[config.mk]
export PLATFORM = sky130hd
export DESIGN_NAME = bp_me_dev_arbiter_flat
export DESIGN_NICKNAME = d
export VERILOG_FILES = /design/src/rtl/bp_me_dev_arbiter_if.sv /design/src/rtl/bp_me_dev_arbiter.sv /design/src/flat_wrapper.sv
export SDC_FILE = /design/constraint.sdc
export NUM_CORES = 1
export LEC_CHECK = 0
export ABC_AREA = 0
export BUFFER_PORTS_ARGS = -buffer_cell sky130_fd_sc_hd__buf_4
export CAP_MARGIN = 5
export CORE_AREA = 3 3 525 527
export CTS_CLUSTER_SIZE = 25
export DETAILED_ROUTE_END_ITERATION = 10
export DIE_AREA = 0 0 528 530
export PLACE_DENSITY_LB_ADDON = 0.1
export SLEW_MARGIN = 20
export SYNTH_ARGS = -nofsm -noshare
export SYNTH_HDL_FRONTEND = slang
export SYNTH_SLANG_ARGS = --single-unit
[constraint.sdc]
create_clock -name clk_i -period 6.73 [get_ports clk_i]
set_input_delay 0.3365 -clock clk_i [delete_from_list [all_inputs] [get_ports clk_i]]
set_output_delay 0.3365 -clock clk_i [all_outputs]
set_load 0.05 [all_outputs]
[src/rtl/bp_me_dev_arbiter_if.sv]
`default_nettype none
// ============================================================================
// Module      : bp_me_dev_arbiter_if
// Description : Bundle of the requester-side, device-side and status signals
//               of bp_me_dev_arbiter. The arbiter uses the slave modport; the
//               environment driving it uses the master modport.
//               timeout_o exists only when BP_ME_DEV_ARBITER_TIMEOUT_EN is
//               defined.
// Revision    : 1.0 - initial release
// ============================================================================
interface bp_me_dev_arbiter_if #(
    parameter int num_req_p         = 4,
    parameter int header_width_p    = 128,
    parameter int data_width_p      = 64,
    parameter int max_outstanding_p = 4
);
    localparam int CNT_W = $clog2(max_outstanding_p + 1);

    // requester command side
    logic [num_req_p*header_width_p-1:0] req_header_i;
    logic [num_req_p*data_width_p-1:0]   req_critical_i;
    logic [num_req_p-1:0]                req_v_i;
    logic [num_req_p-1:0]                req_ready_and_o;
    // device command side
    logic [header_width_p-1:0]           dev_cmd_header_o;
    logic [data_width_p-1:0]             dev_cmd_critical_o;
    logic                                dev_cmd_v_o;
    logic                                dev_cmd_ready_and_i;
    // device response side
    logic [header_width_p-1:0]           dev_resp_header_i;
    logic [data_width_p-1:0]             dev_resp_critical_i;
    logic                                dev_resp_v_i;
    logic                                dev_resp_ready_and_o;
    // requester response side
    logic [header_width_p-1:0]           resp_header_o;
    logic [data_width_p-1:0]             resp_critical_o;
    logic [num_req_p-1:0]                resp_v_o;
    logic [num_req_p-1:0]                resp_ready_and_i;
    // status
    logic [CNT_W-1:0]                    outstanding_o;
    logic                                error_o;
`ifdef BP_ME_DEV_ARBITER_TIMEOUT_EN
    logic                                timeout_o;
`endif

    modport slave (
`ifdef BP_ME_DEV_ARBITER_TIMEOUT_EN
        output timeout_o,
`endif
        input  req_header_i, req_critical_i, req_v_i,
        output req_ready_and_o,
        output dev_cmd_header_o, dev_cmd_critical_o, dev_cmd_v_o,
        input  dev_cmd_ready_and_i,
        input  dev_resp_header_i, dev_resp_critical_i, dev_resp_v_i,
        output dev_resp_ready_and_o,
        output resp_header_o, resp_critical_o, resp_v_o,
        input  resp_ready_and_i,
        output outstanding_o, error_o
    );

    modport master (
`ifdef BP_ME_DEV_ARBITER_TIMEOUT_EN
        input  timeout_o,
`endif
        output req_header_i, req_critical_i, req_v_i,
        input  req_ready_and_o,
        input  dev_cmd_header_o, dev_cmd_critical_o, dev_cmd_v_o,
        output dev_cmd_ready_and_i,
        output dev_resp_header_i, dev_resp_critical_i, dev_resp_v_i,
        input  dev_resp_ready_and_o,
        input  resp_header_o, resp_critical_o, resp_v_o,
        output resp_ready_and_i,
        input  outstanding_o, error_o
    );
endinterface
`default_nettype wire

[src/rtl/bp_me_dev_arbiter.sv]
`default_nettype none
// ============================================================================
// Module      : bp_me_dev_arbiter
// Description : Round-robin arbiter sharing one BedRock memory device among
//               num_req_p requesters. Granted requester IDs are kept in an
//               in-order tag FIFO so device responses are routed back to the
//               requester at the FIFO head with zero added latency.
//               Optional watchdog: define BP_ME_DEV_ARBITER_TIMEOUT_EN.
// Revision    : 1.0 - initial release
// ============================================================================
module bp_me_dev_arbiter #(
    parameter int num_req_p         = 4,
    parameter int header_width_p    = 128,
    parameter int data_width_p      = 64,
    parameter int max_outstanding_p = 4
`ifdef BP_ME_DEV_ARBITER_TIMEOUT_EN
  , parameter int timeout_cycles_p  = 1024
`endif
) (
    input  logic                  clk_i,
    input  logic                  reset_i,
    bp_me_dev_arbiter_if.slave    bus
);
    localparam int IDX_W = $clog2(num_req_p);
    localparam int PTR_W = (max_outstanding_p > 1) ? $clog2(max_outstanding_p) : 1;
    localparam int CNT_W = $clog2(max_outstanding_p + 1);

    // state
    logic [IDX_W-1:0] rr_q, rr_d;
    logic [IDX_W-1:0] tag_mem_q [max_outstanding_p];
    logic [IDX_W-1:0] tag_mem_d [max_outstanding_p];
    logic [PTR_W-1:0] wr_ptr_q, wr_ptr_d;
    logic [PTR_W-1:0] rd_ptr_q, rd_ptr_d;
    logic [CNT_W-1:0] count_q, count_d;
    logic             error_q, error_d;

    // combinational
    logic [IDX_W-1:0]          w_grant;
    logic                      w_any_v;
    logic [IDX_W:0]            w_sum;
    logic [header_width_p-1:0] w_cmd_header;
    logic [data_width_p-1:0]   w_cmd_critical;
    logic                      w_full;
    logic                      w_empty;
    logic                      w_cmd_hs;
    logic                      w_resp_hs;
    logic [IDX_W-1:0]          w_head;
    logic [num_req_p-1:0]      w_req_ready;
    logic [num_req_p-1:0]      w_resp_v;

    function automatic logic [PTR_W-1:0] ptr_inc(input logic [PTR_W-1:0] p);
        return (p == PTR_W'(max_outstanding_p - 1)) ? '0 : p + PTR_W'(1);
    endfunction

    assign w_full  = (count_q == CNT_W'(max_outstanding_p));
    assign w_empty = (count_q == '0);
    assign w_head  = tag_mem_q[rd_ptr_q];

    // Round-robin grant: the lowest offset from rr_q with a valid request wins,
    // so scan offsets from high to low and let the last hit stand.
    always_comb begin
        w_grant = '0;
        w_any_v = 1'b0;
        w_sum   = '0;
        for (int i = num_req_p - 1; i >= 0; i--) begin
            w_sum = {1'b0, rr_q} + (IDX_W+1)'(i);
            if (w_sum >= (IDX_W+1)'(num_req_p)) begin
                w_sum = w_sum - (IDX_W+1)'(num_req_p);
            end
            if (bus.req_v_i[w_sum[IDX_W-1:0]]) begin
                w_grant = w_sum[IDX_W-1:0];
                w_any_v = 1'b1;
            end
        end
    end

    // Command payload mux and per-requester ready/response-valid decode.
    always_comb begin
        w_cmd_header   = '0;
        w_cmd_critical = '0;
        w_req_ready    = '0;
        w_resp_v       = '0;
        for (int k = 0; k < num_req_p; k++) begin
            if (w_grant == IDX_W'(k)) begin
                w_cmd_header   = bus.req_header_i[k*header_width_p +: header_width_p];
                w_cmd_critical = bus.req_critical_i[k*data_width_p +: data_width_p];
                w_req_ready[k] = ~reset_i & w_any_v & ~w_full & bus.dev_cmd_ready_and_i;
            end
            if (w_head == IDX_W'(k)) begin
                w_resp_v[k] = ~reset_i & ~w_empty & bus.dev_resp_v_i;
            end
        end
    end

    assign w_cmd_hs  = ~reset_i & w_any_v & ~w_full & bus.dev_cmd_ready_and_i;
    assign w_resp_hs = ~reset_i & ~w_empty & bus.dev_resp_v_i & bus.resp_ready_and_i[w_head];

    assign bus.dev_cmd_header_o   = w_cmd_header;
    assign bus.dev_cmd_critical_o = w_cmd_critical;
    assign bus.dev_cmd_v_o        = ~reset_i & w_any_v & ~w_full;
    assign bus.req_ready_and_o    = w_req_ready;
    assign bus.resp_header_o      = bus.dev_resp_header_i;
    assign bus.resp_critical_o    = bus.dev_resp_critical_i;
    assign bus.resp_v_o           = w_resp_v;
    // With nothing outstanding a stray response is swallowed so the network
    // never backs up behind it.
    assign bus.dev_resp_ready_and_o = ~reset_i &
        (w_empty ? bus.dev_resp_v_i : bus.resp_ready_and_i[w_head]);
    assign bus.outstanding_o      = count_q;
    assign bus.error_o            = error_q;

    // Next-state: tag push/pop, pointer advance, occupancy and sticky error.
    always_comb begin
        rr_d      = rr_q;
        tag_mem_d = tag_mem_q;
        wr_ptr_d  = wr_ptr_q;
        rd_ptr_d  = rd_ptr_q;
        count_d   = count_q;
        error_d   = error_q | (bus.dev_resp_v_i & w_empty);
        if (w_cmd_hs) begin
            tag_mem_d[wr_ptr_q] = w_grant;
            wr_ptr_d            = ptr_inc(wr_ptr_q);
            rr_d                = (w_grant == IDX_W'(num_req_p - 1)) ? '0 : w_grant + IDX_W'(1);
        end
        if (w_resp_hs) begin
            rd_ptr_d = ptr_inc(rd_ptr_q);
        end
        case ({w_cmd_hs, w_resp_hs})
            2'b10:   count_d = count_q + CNT_W'(1);
            2'b01:   count_d = count_q - CNT_W'(1);
            default: count_d = count_q;
        endcase
    end

    // State registers, cleared immediately on reset.
    always_ff @(posedge clk_i or posedge reset_i) begin
        if (reset_i) begin
            rr_q     <= '0;
            wr_ptr_q <= '0;
            rd_ptr_q <= '0;
            count_q  <= '0;
            error_q  <= 1'b0;
            for (int i = 0; i < max_outstanding_p; i++) begin
                tag_mem_q[i] <= '0;
            end
        end else begin
            rr_q      <= rr_d;
            wr_ptr_q  <= wr_ptr_d;
            rd_ptr_q  <= rd_ptr_d;
            count_q   <= count_d;
            error_q   <= error_d;
            tag_mem_q <= tag_mem_d;
        end
    end

`ifdef BP_ME_DEV_ARBITER_TIMEOUT_EN
    localparam int WD_W = $clog2(timeout_cycles_p + 1);

    logic [WD_W-1:0] wd_q, wd_d;
    logic            timeout_q, timeout_d;

    // Watchdog: counts stalled cycles with work outstanding, saturates at the
    // limit; the flag is raised on the edge where the count reaches it.
    always_comb begin
        wd_d      = wd_q;
        timeout_d = timeout_q;
        if (w_empty || w_resp_hs) begin
            wd_d = '0;
        end else if (wd_q != WD_W'(timeout_cycles_p)) begin
            wd_d = wd_q + WD_W'(1);
        end
        if (wd_d == WD_W'(timeout_cycles_p)) begin
            timeout_d = 1'b1;
        end
    end

    // Watchdog registers.
    always_ff @(posedge clk_i or posedge reset_i) begin
        if (reset_i) begin
            wd_q      <= '0;
            timeout_q <= 1'b0;
        end else begin
            wd_q      <= wd_d;
            timeout_q <= timeout_d;
        end
    end

    assign bus.timeout_o = timeout_q;
`else
    // No watchdog: a silent device simply holds its commands outstanding.
`endif

endmodule
`default_nettype wire

[src/flat_wrapper.sv]
// flat-port wrapper written by rule: the top's interface ports become plain ports
module bp_me_dev_arbiter_flat 
#(
    parameter int num_req_p         = 4,
    parameter int header_width_p    = 128,
    parameter int data_width_p      = 64,
    parameter int max_outstanding_p = 4

)
  (clk_i, reset_i, bus_req_header_i, bus_req_critical_i, bus_req_v_i, bus_req_ready_and_o, bus_dev_cmd_header_o, bus_dev_cmd_critical_o, bus_dev_cmd_v_o, bus_dev_cmd_ready_and_i, bus_dev_resp_header_i, bus_dev_resp_critical_i, bus_dev_resp_v_i, bus_dev_resp_ready_and_o, bus_resp_header_o, bus_resp_critical_o, bus_resp_v_o, bus_resp_ready_and_i, bus_outstanding_o, bus_error_o);
  bp_me_dev_arbiter_if #(.num_req_p(num_req_p), .header_width_p(header_width_p), .data_width_p(data_width_p), .max_outstanding_p(max_outstanding_p)) bus_i ();
  input  logic clk_i;
  input  logic reset_i;
  input wire logic [$bits(bus_i.req_header_i)-1:0] bus_req_header_i;
  input wire logic [$bits(bus_i.req_critical_i)-1:0] bus_req_critical_i;
  input wire logic [$bits(bus_i.req_v_i)-1:0] bus_req_v_i;
  output wire logic [$bits(bus_i.req_ready_and_o)-1:0] bus_req_ready_and_o;
  output wire logic [$bits(bus_i.dev_cmd_header_o)-1:0] bus_dev_cmd_header_o;
  output wire logic [$bits(bus_i.dev_cmd_critical_o)-1:0] bus_dev_cmd_critical_o;
  output wire logic [$bits(bus_i.dev_cmd_v_o)-1:0] bus_dev_cmd_v_o;
  input wire logic [$bits(bus_i.dev_cmd_ready_and_i)-1:0] bus_dev_cmd_ready_and_i;
  input wire logic [$bits(bus_i.dev_resp_header_i)-1:0] bus_dev_resp_header_i;
  input wire logic [$bits(bus_i.dev_resp_critical_i)-1:0] bus_dev_resp_critical_i;
  input wire logic [$bits(bus_i.dev_resp_v_i)-1:0] bus_dev_resp_v_i;
  output wire logic [$bits(bus_i.dev_resp_ready_and_o)-1:0] bus_dev_resp_ready_and_o;
  output wire logic [$bits(bus_i.resp_header_o)-1:0] bus_resp_header_o;
  output wire logic [$bits(bus_i.resp_critical_o)-1:0] bus_resp_critical_o;
  output wire logic [$bits(bus_i.resp_v_o)-1:0] bus_resp_v_o;
  input wire logic [$bits(bus_i.resp_ready_and_i)-1:0] bus_resp_ready_and_i;
  output wire logic [$bits(bus_i.outstanding_o)-1:0] bus_outstanding_o;
  output wire logic [$bits(bus_i.error_o)-1:0] bus_error_o;
  assign bus_i.req_header_i = bus_req_header_i;
  assign bus_i.req_critical_i = bus_req_critical_i;
  assign bus_i.req_v_i = bus_req_v_i;
  assign bus_req_ready_and_o = bus_i.req_ready_and_o;
  assign bus_dev_cmd_header_o = bus_i.dev_cmd_header_o;
  assign bus_dev_cmd_critical_o = bus_i.dev_cmd_critical_o;
  assign bus_dev_cmd_v_o = bus_i.dev_cmd_v_o;
  assign bus_i.dev_cmd_ready_and_i = bus_dev_cmd_ready_and_i;
  assign bus_i.dev_resp_header_i = bus_dev_resp_header_i;
  assign bus_i.dev_resp_critical_i = bus_dev_resp_critical_i;
  assign bus_i.dev_resp_v_i = bus_dev_resp_v_i;
  assign bus_dev_resp_ready_and_o = bus_i.dev_resp_ready_and_o;
  assign bus_resp_header_o = bus_i.resp_header_o;
  assign bus_resp_critical_o = bus_i.resp_critical_o;
  assign bus_resp_v_o = bus_i.resp_v_o;
  assign bus_i.resp_ready_and_i = bus_resp_ready_and_i;
  assign bus_outstanding_o = bus_i.outstanding_o;
  assign bus_error_o = bus_i.error_o;
  bp_me_dev_arbiter #(.num_req_p(num_req_p), .header_width_p(header_width_p), .data_width_p(data_width_p), .max_outstanding_p(max_outstanding_p)) u_core (.clk_i(clk_i), .reset_i(reset_i), .bus(bus_i));
endmodule
# Yosys cells after proc, flatten, opt, wreduce, memory -nomap -nowiden
# Cells that the tools add are included.
# classes
add_sub_neg,12
magnitude_cmp,12
n_eq_ne,11
mux,49
bitwise_logic,14
reduce_logical,5
# op_table
cell,count
$mux W128,4
$mux W64,4
$mux W2,14
$mux W1,18
$ge A3 B3 Y1 const B,5
$lt A2 B3 Y1 const B,5
$eq A2 B2 Y1 const B,7
$bmux W1 S2,5
$and A1 B1 Y1,8
$bwmux W8,1
$sub A2 B1 Y2 const B,4
$add A2 B1 Y2 const B,3
$add A2 B2 Y3 const B,2
$eq A2 B1 Y1 const B,3
$not A2 Y3,2
$pmux W3 S2,1
$bmux W2 S2,1
$demux W2 S2,1
$logic_not A2 Y1,2
$add A2 B1 Y3 const B,1
$add A3 B1 Y3 const B,1
$eq A3 B3 Y1 const B,1
$ge A2 B3 Y1 const B,1
$logic_not A3 Y1,1
6 further kinds,8
# totals
ff_bits,18
inputBits,972
word_cells,112

# Longest topological paths before layout
# Gate-level depths: netlist (run 1).
# depth
ltp_word,14
ltp_mapped,13
ltp_nobuf,9

# Least setup slack after synthesis (run 1)
# No wires, ideal clock.
# synth_timing
kind,register to output
from,register u_core.rr_q[1]
to,output bus_dev_cmd_header_o[10]
arrival_time_ns,3.515
t_required_ns,6.393
path_slack_ns,2.879
stages_incl_launch_ff,12
path_buffers,3
path_cell_list,dfrtp_1 -> mux2i_1 -> nor2_1 -> a311oi_1 -> ha_1 -> clkbuf_1 -> clkbuf_1 -> clkbuf_1 -> nand2_1 -> a21oi_1 -> a21oi_1 -> o21ai_0
# synth_between
elab_chain_len,14
# synth_lines
item,line,rtl
"start, declared",bp_me_dev_arbiter.sv:29,"logic [IDX_W-1:0] rr_q, rr_d;"
"start signal, assigned",bp_me_dev_arbiter.sv:147,rr_q <= rr_d;
$add A2 B2 Y3,bp_me_dev_arbiter.sv:66,"w_sum = {1'b0, rr_q} + (IDX_W+1)'(i);"
$ge A3 B3 Y1 or $sub A2 B1 Y2 (tied branches),"bp_me_dev_arbiter.sv:67, bp_me_dev_arbiter.sv:68",
$mux W2,bp_me_dev_arbiter.sv:67,if (w_sum >= (IDX_W+1)'(num_req_p)) begin
$bmux W1 S2,bp_me_dev_arbiter.sv:70,if (bus.req_v_i[w_sum[IDX_W-1:0]]) begin
$mux W1 (implied by the code),bp_me_dev_arbiter.sv:70,
$mux W2 (3 in a row),bp_me_dev_arbiter.sv:70,
$mux W2 *,bp_me_dev_arbiter.sv:70,
via u_core.w_grant[0],bp_me_dev_arbiter.sv:38,logic [IDX_W-1:0] w_grant;
$logic_not A2 Y1,bp_me_dev_arbiter.sv:84,if (w_grant == IDX_W'(k)) begin
$mux W128 (3 in a row),bp_me_dev_arbiter.sv:84,
$mux W128 *,bp_me_dev_arbiter.sv:84,
"end, declared",flat_wrapper.sv:18,output wire logic [$bits(bus_i.dev_cmd_header_o)-1:0] bus_dev_cmd_header_o;
# Mark *: on every way through the listed nets, which the timed path passes. The rest lies on a longest branch. The select of a mux whose other input is x is not followed.

# Worst setup path in the final report (run 1)
# layout_timing
from,register u_core.rr_q[1]
to,output bus_dev_cmd_critical_o[0]
# layout_between
elab_chain_len,14
# layout_lines
item,line,rtl
$add A2 B2 Y3,bp_me_dev_arbiter.sv:66,
$ge A3 B3 Y1 or $sub A2 B1 Y2 (tied branches),"bp_me_dev_arbiter.sv:67, bp_me_dev_arbiter.sv:68",
$mux W2,bp_me_dev_arbiter.sv:67,
$bmux W1 S2,bp_me_dev_arbiter.sv:70,
$mux W1 (implied by the code),bp_me_dev_arbiter.sv:70,
$mux W2 (3 in a row),bp_me_dev_arbiter.sv:70,
$mux W2 *,bp_me_dev_arbiter.sv:70,
$logic_not A2 Y1,bp_me_dev_arbiter.sv:84,
$mux W64 (3 in a row),bp_me_dev_arbiter.sv:84,
$mux W64 *,bp_me_dev_arbiter.sv:84,
"end, declared",flat_wrapper.sv:19,output wire logic [$bits(bus_i.dev_cmd_critical_o)-1:0] bus_dev_cmd_critical_o;
# Mark *: on every way between the ends. The rest lies on a longest branch, timed or not. The select of a mux whose other input is x is not followed.

==> metrics.txt, run 1 <==
crit path max fanout=71; Critical Path Most Common Cell=buf_4; final wirelength=155,000 um; Register Area=450 um2; ys flop type=dfrtp_1; die area=280,000 um2; largest net degree at the start of global routing=126; Critical-path top delay cell=buf_4; Worst EP required=6390 ps; Worst Tran Pin Value=957 ps; RSZ-0062 raised after global routing=false; largest cells by area after synthesis=a21oi_1 (22%), nand2_1 (16%), buf_4 (16%); Setup CP Type=flip-flop to output port; fillcell total=32,400; metal1 wirelength=46,700 um; TNS Setup=0 ps; final hold violations=0; Die H=530 um; warnings from Yosys=0; root buf cell=clkbuf_16; Cell Count, Final, Fillers Out=5,871; Yosys top cell area share=0.216; reg2reg end=u_core.bus.outstanding_o[2]$_DFFE_PP0P_; Post-synth top cells=nand2_1 (389), a21oi_1 (384), o21ai_0 (193), buf_4 (192), nand3b_1 (191); CP Launch Type=flip-flop; Max-slew headroom=0.362; asr flop ratio synth=1.00; drt via density=2.44; dpl cell area=19,200 um2; Max rail drop VDD=0.165 mV; placed insts=5,845; Critical Path Start=u_core.rr_q[1]$_DFFE_PP0P_; Total GRT Usage=0.103; Layout area overhead=117%; number of global-route vias before repair=15,000; post_cts resized=0; Largest stage delay, worst path=740 ps; Yosys top cell by area=a21oi_1; Iter 0 DRT Violations=621; f_max=0.215 GHz; r2r setup slk=3820 ps; Post-synth EDFFs=0; core box area=271,000 um2; critical path cell sequence=a21oi_1 -> o21ai_0 -> o2bb2a_1 -> ha_4 -> buf_4 -> buf_4 -> a21oi_1 -> o21ai_0 -> buf_4; I/O pin total=1,370; DRT antenna net count=0; postcts setup bufs=0; Final Max Tran Viols=0; Mapped Area=8910 um2; Synth Register Bits=18; min Tclk post-route=4640 ps; final setup vio count=0; met3 WL=28,200 um; syn_nets=2,580; Avg Inst Size Synth=5.58 um2; Min-Delay Path Class=input pin to async pin; max_cap viols=0; leakage power=7.16 nW; CTS tree=built; top sig layer=met5; clk slew on worst S/H paths=60 ps; multi-input logic area=6440 um2; gpl congestion=0.767; fin area=19,300 um2; r2r startpoint=u_core.rd_ptr_q[0]$_DFFE_PP0P_; total grt overflow=0; delay-heaviest family, CP=buffers and inverters; sequential area share after synthesis=0.0506; Worst EP arrival=4300 ps; Critical Path Sink Type=output port; Clock Latency Late Sink=250 ps; CTS Sinks=18; die width=528 um; first-pass GRT wire length=185,000 um; hold buffer count at cts=0; Distinct cells, synth=32; share of cells above drive strength 1=0.459; post-DR wirelength/cell=26.3 um; htree depth=1; cell count after synthesis=1,597; Layout Skew=3.05 ps; Pre-antenna DRT Iters=4; status=completed; TritonCTS buffer count=3; initial core utilization=0.0329; routed length on met2=76,600 um; DP Wirelength=140,000 um; residual DRC count=0; port bufs=985; # nets final=3,263; most frequent cell after synthesis=nand2_1; CTS Buffer Depth=2; R2R depth=9; # rows=191; routed via count=14,300; WP buf/inv=3; Final period util=0.690; initial antenna violation count=101; Power Density=386 nW/um2
## sequential cells by signal, indices dropped and copies added, names as in the netlist
| register | flops |
|---|---|
| u_core.bus.outstanding_o | 3 |
| u_core.rr_q | 2 |
| u_core.wr_ptr_q | 2 |
| u_core.bus.error_o | 1 |
| u_core.tag_mem_q | 8 |
| u_core.rd_ptr_q | 2 |
## worst max-delay path by stage
stage	endpoint	slack, ps	cells past startpoint
final	bus_dev_cmd_critical_o[0]	2090	9
after global routing	bus_dev_cmd_critical_o[0]	1740	9
after CTS	bus_dev_cmd_header_o[44]	2050	9
after detailed placement	bus_dev_cmd_header_o[44]	2290	10
after global placement	bus_dev_cmd_header_o[17]	2200	10
after floorplan	bus_dev_cmd_header_o[10]	2880	11
## cell families after synthesis
| logic type | Yosys count | share of synthesized area |
|---|---|---|
| DFF | 18 | 0.0506 |
| muxes | 18 | 0.0251 |
| buffers and inverters | 357 | 0.231 |
| adders and majority gates | 11 | 0.0163 |
| AOI/OAI and AO/OA | 588 | 0.336 |
| xor gates and xnor gates | 3 | 0.00295 |
| and+or+nand+nor | 602 | 0.338 |
## worst reg2reg max path, stage by stage, from the launching register on
cell and delay (ps):
dfrtp_1 460, mux4_2 600, or3b_4 430, o22ai_2 280, ha_1 240, inv_1 60
fa_1 370, xor2_1 150, nor2_1 120, xor2_1 150
## layout make-up
cell class	count	area share
inverter	13	0.00252
timing repair buffer	1022	0.403
tap	3570	0.231
multi-input combinational	1222	0.333
sequential	18	0.0233
antenna	22	0.00285
clock buffer	4	0.00459
## metrics by stage
stage	setup slack, ps	hold slack [ps]	util	power (mW)
after floorplan	2880	275	-	4.86
after global placement	2200	452	0.0708	7.63
after detailed placement	2290	465	0.0708	7.57
after CTS	2050	322	0.0712	7.73
after global routing	1740	325	0.0712	8.00
final	2090	278	0.0714	7.47
## metal layers
layer | vias to the layer above | global-route usage
met1 | 6347 | 0.0883
met5 | - | 0.00444
li1 | 6671 | -
met2 | 1101 | 0.187
met4 | 56 | 0.0120
met3 | 166 | 0.0865
## power breakdown
part           total (mW)  leakage [nW]  switching (mW)  internal, mW
sequential          0.216         0.214          0.0528         0.163
combinational        7.12          6.90            5.06          2.06
clock               0.136        0.0443          0.0456        0.0906
total                7.47          7.16            5.16          2.31
## placed cells by master (no fill, tap or decap), types with 2 or more instances in the layout
cell type / n
nor2b_1: 4
o31ai_1: 3
o21ai_0: 193
ha_4: 4
nor2_1: 10
clkbuf_16: 3
a21oi_1: 384
a221oi_1: 2
xor2_1: 2
diode_2: 22
buf_4: 1013
dfrtp_1: 18
mux2_2: 12
buf_12: 9
nand3b_1: 191
mux2i_1: 4
nand2_1: 389
ha_1: 6
inv_1: 13
and2_1: 4
No activity file was read; power rests on OpenSTA's default activity.
==> run 2, diff against run 1 <==
--- a/config.mk
+++ b/config.mk
@@ -8,10 +8,10 @@
 export ABC_AREA = 0
 export BUFFER_PORTS_ARGS = -buffer_cell sky130_fd_sc_hd__buf_4
 export CAP_MARGIN = 5
-export CORE_AREA = 3 3 525 527
+export CORE_AREA = 3 3 534 536
 export CTS_CLUSTER_SIZE = 25
 export DETAILED_ROUTE_END_ITERATION = 10
-export DIE_AREA = 0 0 528 530
+export DIE_AREA = 0 0 537 539
 export PLACE_DENSITY_LB_ADDON = 0.1
 export SLEW_MARGIN = 20
 export SYNTH_ARGS = -nofsm -noshare
==> constraint.sdc (replaced) <==
create_clock -name clk_i -period 4.57 [get_ports clk_i]
set_input_delay 0.2285 -clock clk_i [delete_from_list [all_inputs] [get_ports clk_i]]
set_output_delay 0.2285 -clock clk_i [all_outputs]
set_load 0.05 [all_outputs]
==> run 2 against run 1 <==
Non-clock buffer count up 43. First-iteration DRC count down 6.3%. Setup slack worse by 1500 ps. Critical path type unchanged. Count of clock-buffer cells in the layout unchanged.
==> metrics.txt, run 2 (synthesis results as in run 1) <==
Die H=539 um (+1.7%); crit path max fanout=59 (-17%); Setup CP Type=flip-flop to output port; min Tclk post-route=4000 ps; Final Max Tran Viols=0 (unchanged); critical path cell sequence=a21oi_1 -> o21ai_0 -> o2bb2a_1 -> inv_1 -> ha_4 -> buf_12 -> buf_12 -> buf_12 -> nand3b_1 -> a21oi_1 -> a21oi_1 -> o21ai_0 -> buf_4; Min-Delay Path Class=input pin to async pin; residual DRC count=0 (unchanged); Worst EP arrival=3770 ps (-530 ps); Cell Count, Final, Fillers Out=6,084 (+3.6%); final wirelength=170,000 um (+9.6%); Critical-path top delay cell=o2bb2a_1; leakage power=7.41 nW (+3.5%); TritonCTS buffer count=3 (unchanged); R2R depth=9 (unchanged); RSZ-0062 raised after global routing=false; Clock Latency Late Sink=250 ps (about the same); hold buffer count at cts=0 (unchanged); CTS tree=built; Total GRT Usage=0.110 (+0.00734); first-pass GRT wire length=204,000 um (+9.8%); initial antenna violation count=120 (+19%); die width=537 um (+1.7%); # rows=195 (+2.1%); core box area=281,000 um2 (+3.8%); postcts setup bufs=0 (unchanged); routed via count=14,800 (+3.4%); r2r setup slk=1690 ps (-2130 ps); overall power=11.4 mW (+53%); post-DR wirelength/cell=27.9 um (+5.8%); placed insts=6,061 (+3.7%); gpl congestion=0.805 (+5.0%); htree depth=1 (unchanged); # nets final=3,306 (+1.3%); CP Launch Type=flip-flop; I/O pin total=1,370 (unchanged); CTS Buffer Depth=2 (unchanged); final setup vio count=0 (unchanged); Pre-antenna DRT Iters=5 (+1); CTS Sinks=18 (unchanged); status=completed; die area=289,000 um2 (+3.4%); TNS Setup=0 ps (unchanged); Biggest register=u_core.tag_mem_q; port bufs=985 (unchanged); Iter 0 DRT Violations=582 (-6.3%); Layout area overhead=124%; Max rail drop VDD=0.299 mV (+82%); total grt overflow=0 (unchanged); most common cell after layout, fill and taps aside=buf_4; f_max=0.250 GHz; fillcell total=33,600 (+3.6%); drt via density=2.44 (-0.26%); root buf cell=clkbuf_16; Worst EP required=4340 ps (-2050 ps); Power Density=572 nW/um2 (+48%); number of global-route vias before repair=15,600 (+4.1%); max FFs per register=8 (unchanged); largest net degree at the start of global routing=94 (-25%); clk slew on worst S/H paths=60 ps (about the same); DRT antenna net count=0 (unchanged); DP Wirelength=155,000 um (+11%); Max-slew headroom=0.470 (+0.108); Final period util=0.876; Worst Tran Pin Value=794 ps (-163 ps); initial core utilization=0.0317 (-0.00120); Layout Skew=2.80 ps (-0.249 ps); Largest stage delay, worst path=530 ps (-210 ps); share of cells above drive strength 1=0.469 (+0.0100); reg2reg end=u_core.bus.outstanding_o[2]$_DFFE_PP0P_; post_cts resized=0 (unchanged); max_cap viols=0 (unchanged); final hold violations=0 (unchanged); r2r startpoint=u_core.rd_ptr_q[0]$_DFFE_PP0P_; Critical Path Sink Type=output port; most frequent cells in the layout=buf_4 (1,049), nand2_1 (389), a21oi_1 (384)
run 2: how the worst max path moves through the flow:
stage / startpoint / end / slack (ps) / cells after the start
global route: u_core.rr_q[1]$_DFFE_PP0P_ / bus_dev_cmd_header_o[5] / 260 / 12
floorplan: u_core.rr_q[1]$_DFFE_PP0P_ / bus_dev_cmd_header_o[10] / 830 / 11
global placement: u_core.rr_q[1]$_DFFE_PP0P_ / bus_dev_cmd_header_o[5] / 700 / 12
CTS: u_core.rr_q[1]$_DFFE_PP0P_ / bus_dev_cmd_header_o[5] / 430 / 12
detailed placement: u_core.rr_q[1]$_DFFE_PP0P_ / bus_dev_cmd_header_o[5] / 730 / 12
finish: u_core.rr_q[1]$_DFFE_PP0P_ / bus_dev_cmd_header_o[121] / 570 / 13
run 2: power breakdown:
part           total (mW)  leakage [nW]  internal [mW]  switching, mW
sequential          0.316         0.214          0.240         0.0761
combinational        10.9          7.15           3.26           7.65
clock               0.200        0.0443          0.133         0.0668
total                11.4          7.41           3.63           7.79
run 2: final cells by class:
cell class	instances	area, um2	share of cell area
multi-input cells	1222	6440	0.323
well taps	3743	4680	0.235
diodes	19	47.5	0.00238
inverters	13	48.8	0.00244
repair buffers	1065	8200	0.411
clock buffers	4	88.8	0.00445
flip-flops and latches	18	450	0.0226
run 2: worst max-delay path: cells and delay by family, from the launching register on:
kind | cells | cell delay [ps]
DFF | 1 | 440
adders and majority gates | 1 | 280
buffers and inverters | 5 | 1070
AOI/OAI and AO/OA | 6 | 1370
and+or+nand+nor | 1 | 210
run 2: layer usage:
layer,track usage,vias up,share of wire
met5,0.000500,-,0.0030
met4,0.00800,76,0.013
met3,0.0886,214,0.17
met2,0.204,1228,0.51
met1,0.0955,6543,0.31
li1,-,6762,-
run 2: metrics by stage:
step / util / area, um2 / setup slack (ps) / hold WS (ps)
4_1_cts: 0.0708 / 19900 / 435 / 193
3_5_place_dp: 0.0705 / 19800 / 731 / 449
3_3_place_gp: 0.0705 / 19800 / 695 / 448
2_1_floorplan: - / 8910 / 827 / 167
6_report: 0.0709 / 20000 / 568 / 168
5_1_grt: 0.0708 / 19900 / 262 / 193
==> run 3, diff against run 2 <==
--- a/config.mk
+++ b/config.mk
@@ -12,6 +12,7 @@
 export CTS_CLUSTER_SIZE = 25
 export DETAILED_ROUTE_END_ITERATION = 10
 export DIE_AREA = 0 0 537 539
+export GPL_TIMING_DRIVEN = 0
 export PLACE_DENSITY_LB_ADDON = 0.1
 export SLEW_MARGIN = 20
 export SYNTH_ARGS = -nofsm -noshare
==> run 3 against run 2 <==
Combinational power grew 13%. Final area increased by 15%. Power rose by 12%. Core utilization increased by 1.1 points. First-iteration DRC count is 30% higher. Highest routed layer unchanged. Largest power group unchanged. Count of clock-buffer cells in the layout fell by 1.
==> metrics.txt, run 3 (synthesis results as in run 1) <==
# nets final=3,770 (+14%); post_cts resized=52 (+52); final hold violations=0 (unchanged); Min-Delay Path Class=input pin to async pin; postcts setup bufs=0 (unchanged); post-DR wirelength/cell=28.5 um (+2.3%); Layout area overhead=158%; number of global-route vias before repair=18,100 (+15%); die area=289,000 um2 (unchanged); routed via count=17,300 (+16%); total grt overflow=0 (unchanged); Register Area=450 um2 (unchanged); status=completed; Largest stage delay, worst path=640 ps (+110 ps); TritonCTS buffer count=3 (unchanged); f_max=0.233 GHz (-6.6%); multi-input logic area=6490 um2 (+0.68%); I/O pin total=1,370 (unchanged); # rows=195 (unchanged); share of cells above drive strength 1=0.526 (+0.0574); Max-slew headroom=0.240 (-0.230); Pre-antenna DRT Iters=5 (unchanged); gpl congestion=0.847 (+5.2%); Worst Tran Pin Value=1140 ps (+346 ps); final setup vio count=0 (unchanged); CTS Sinks=18 (unchanged); Total GRT Usage=0.122 (+0.0111); die width=537 um (unchanged); residual DRC count=0 (unchanged); Iter 0 DRT Violations=759 (+30%); Biggest register=u_core.tag_mem_q; Critical-path top delay cell=clkbuf_1; port bufs=1,177 (+19%); Worst EP arrival=4060 ps (+290 ps); Final Max Tran Viols=0 (unchanged); delay-heaviest family, CP=buffers and inverters; CTS Buffer Depth=2 (unchanged); crit path max fanout=10 (-83%); Critical Path Sink Type=output port; DRT antenna net count=0 (unchanged); min Tclk post-route=4280 ps (+282 ps); largest net degree at the start of global routing=19 (-80%); final wirelength=187,000 um (+10%); Worst EP required=4340 ps (about the same); CTS tree=built; fillcell total=33,600 (-0.039%); initial antenna violation count=195 (+63%); hold buffer count at cts=0 (unchanged); max FFs per register=8 (unchanged); WP buf/inv=6 (+1); critical path cell sequence=nand2b_1 -> a21oi_1 -> a311oi_4 -> buf_4 -> inv_1 -> ha_1 -> clkbuf_2 -> buf_16 -> clkbuf_1 -> nand3b_1 -> a21oi_1 -> a21oi_1 -> o21ai_1 -> buf_4; Setup CP Type=flip-flop to output port; most common cell after layout, fill and taps aside=buf_4; Layout Skew=4.18 ps (+1.38 ps); clk slew on worst S/H paths=60 ps (about the same); Power Density=556 nW/um2 (-2.8%); core box area=281,000 um2 (unchanged); max_cap viols=0 (unchanged); Clock Latency Late Sink=250 ps (about the same); first-pass GRT wire length=224,000 um (+10%); placed insts=6,530 (+7.7%); Cell Count, Final, Fillers Out=6,560 (+7.8%); DP Wirelength=174,000 um (+12%); TNS Setup=0 ps (unchanged); leakage power=9.24 nW (+25%); overall power=12.8 mW (+12%); initial core utilization=0.0317 (unchanged); drt via density=2.63 (+8.0%); Final period util=0.937 (+0.0618); Max rail drop VDD=0.226 mV (-24%); root buf cell=clkbuf_16; most frequent cells in the layout=buf_4 (1,371), nand2_1 (389), a21oi_1 (376); CP Launch Type=flip-flop; Die H=539 um (unchanged); Critical Path Most Common Cell=a21oi_1; htree depth=1 (unchanged)
run 3: metal layers:
metal | vias up | share of wire | track usage
met5 | - | 0.0055 | 0
met4 | 156 | 0.011 | 0.00710
met3 | 299 | 0.12 | 0.0612
met2 | 1117 | 0.53 | 0.235
met1 | 7976 | 0.34 | 0.119
li1 | 7717 | - | -
run 3: power by group:
group          leakage [nW]  switching [mW]  internal (mW)
Sequential            0.214          0.0765          0.240
Combinational          8.99            8.89           3.42
Clock                0.0372          0.0645          0.115
Total                  9.24            9.03           3.78
run 3: path summary, 6_finish.rpt:
path / from / end / slack [ps] / depth (start not counted)
setup / recovery: u_core.rr_q[1]$_DFFE_PP0P_ / bus_dev_cmd_critical_o[23] / 290 / 14
hold / removal: reset_i / u_core.bus.outstanding_o[2]$_DFFE_PP0P_ / 160 / 2
setup reg to reg: u_core.bus.outstanding_o[0]$_DFFE_PP0P_ / u_core.bus.outstanding_o[2]$_DFFE_PP0P_ / 1650 / 10
hold reg to reg: u_core.bus.error_o$_DFF_PP0_ / u_core.bus.error_o$_DFF_PP0_ / 450 / 1
max in group asynchronous: reset_i / u_core.bus.error_o$_DFF_PP0_ / 3930 / 2
min in group clk_i: bus_dev_resp_v_i / u_core.bus.error_o$_DFF_PP0_ / 190 / 2
run 3: area by class of cell:
type,count,share of cell area
diodes,32,0.00348
multi-input cells,1222,0.282
flip-flops and latches,18,0.0196
repair buffers,1190,0.396
clock buffers,3,0.00326
plain buffers,339,0.0898
well taps,3743,0.203
inverters,13,0.00212
run 3: per-stage QoR:
step	util	setup slack (ps)	cell area [um2]	hold WS, ps
2_1_floorplan	-	827	8910	167
3_3_place_gp	0.0797	-3420	22400	445
3_5_place_dp	0.0808	-1020	22700	448
4_1_cts	0.0814	5.37	22900	195
5_1_grt	0.0815	-10.4	22900	183
6_report	0.0818	286	23000	156
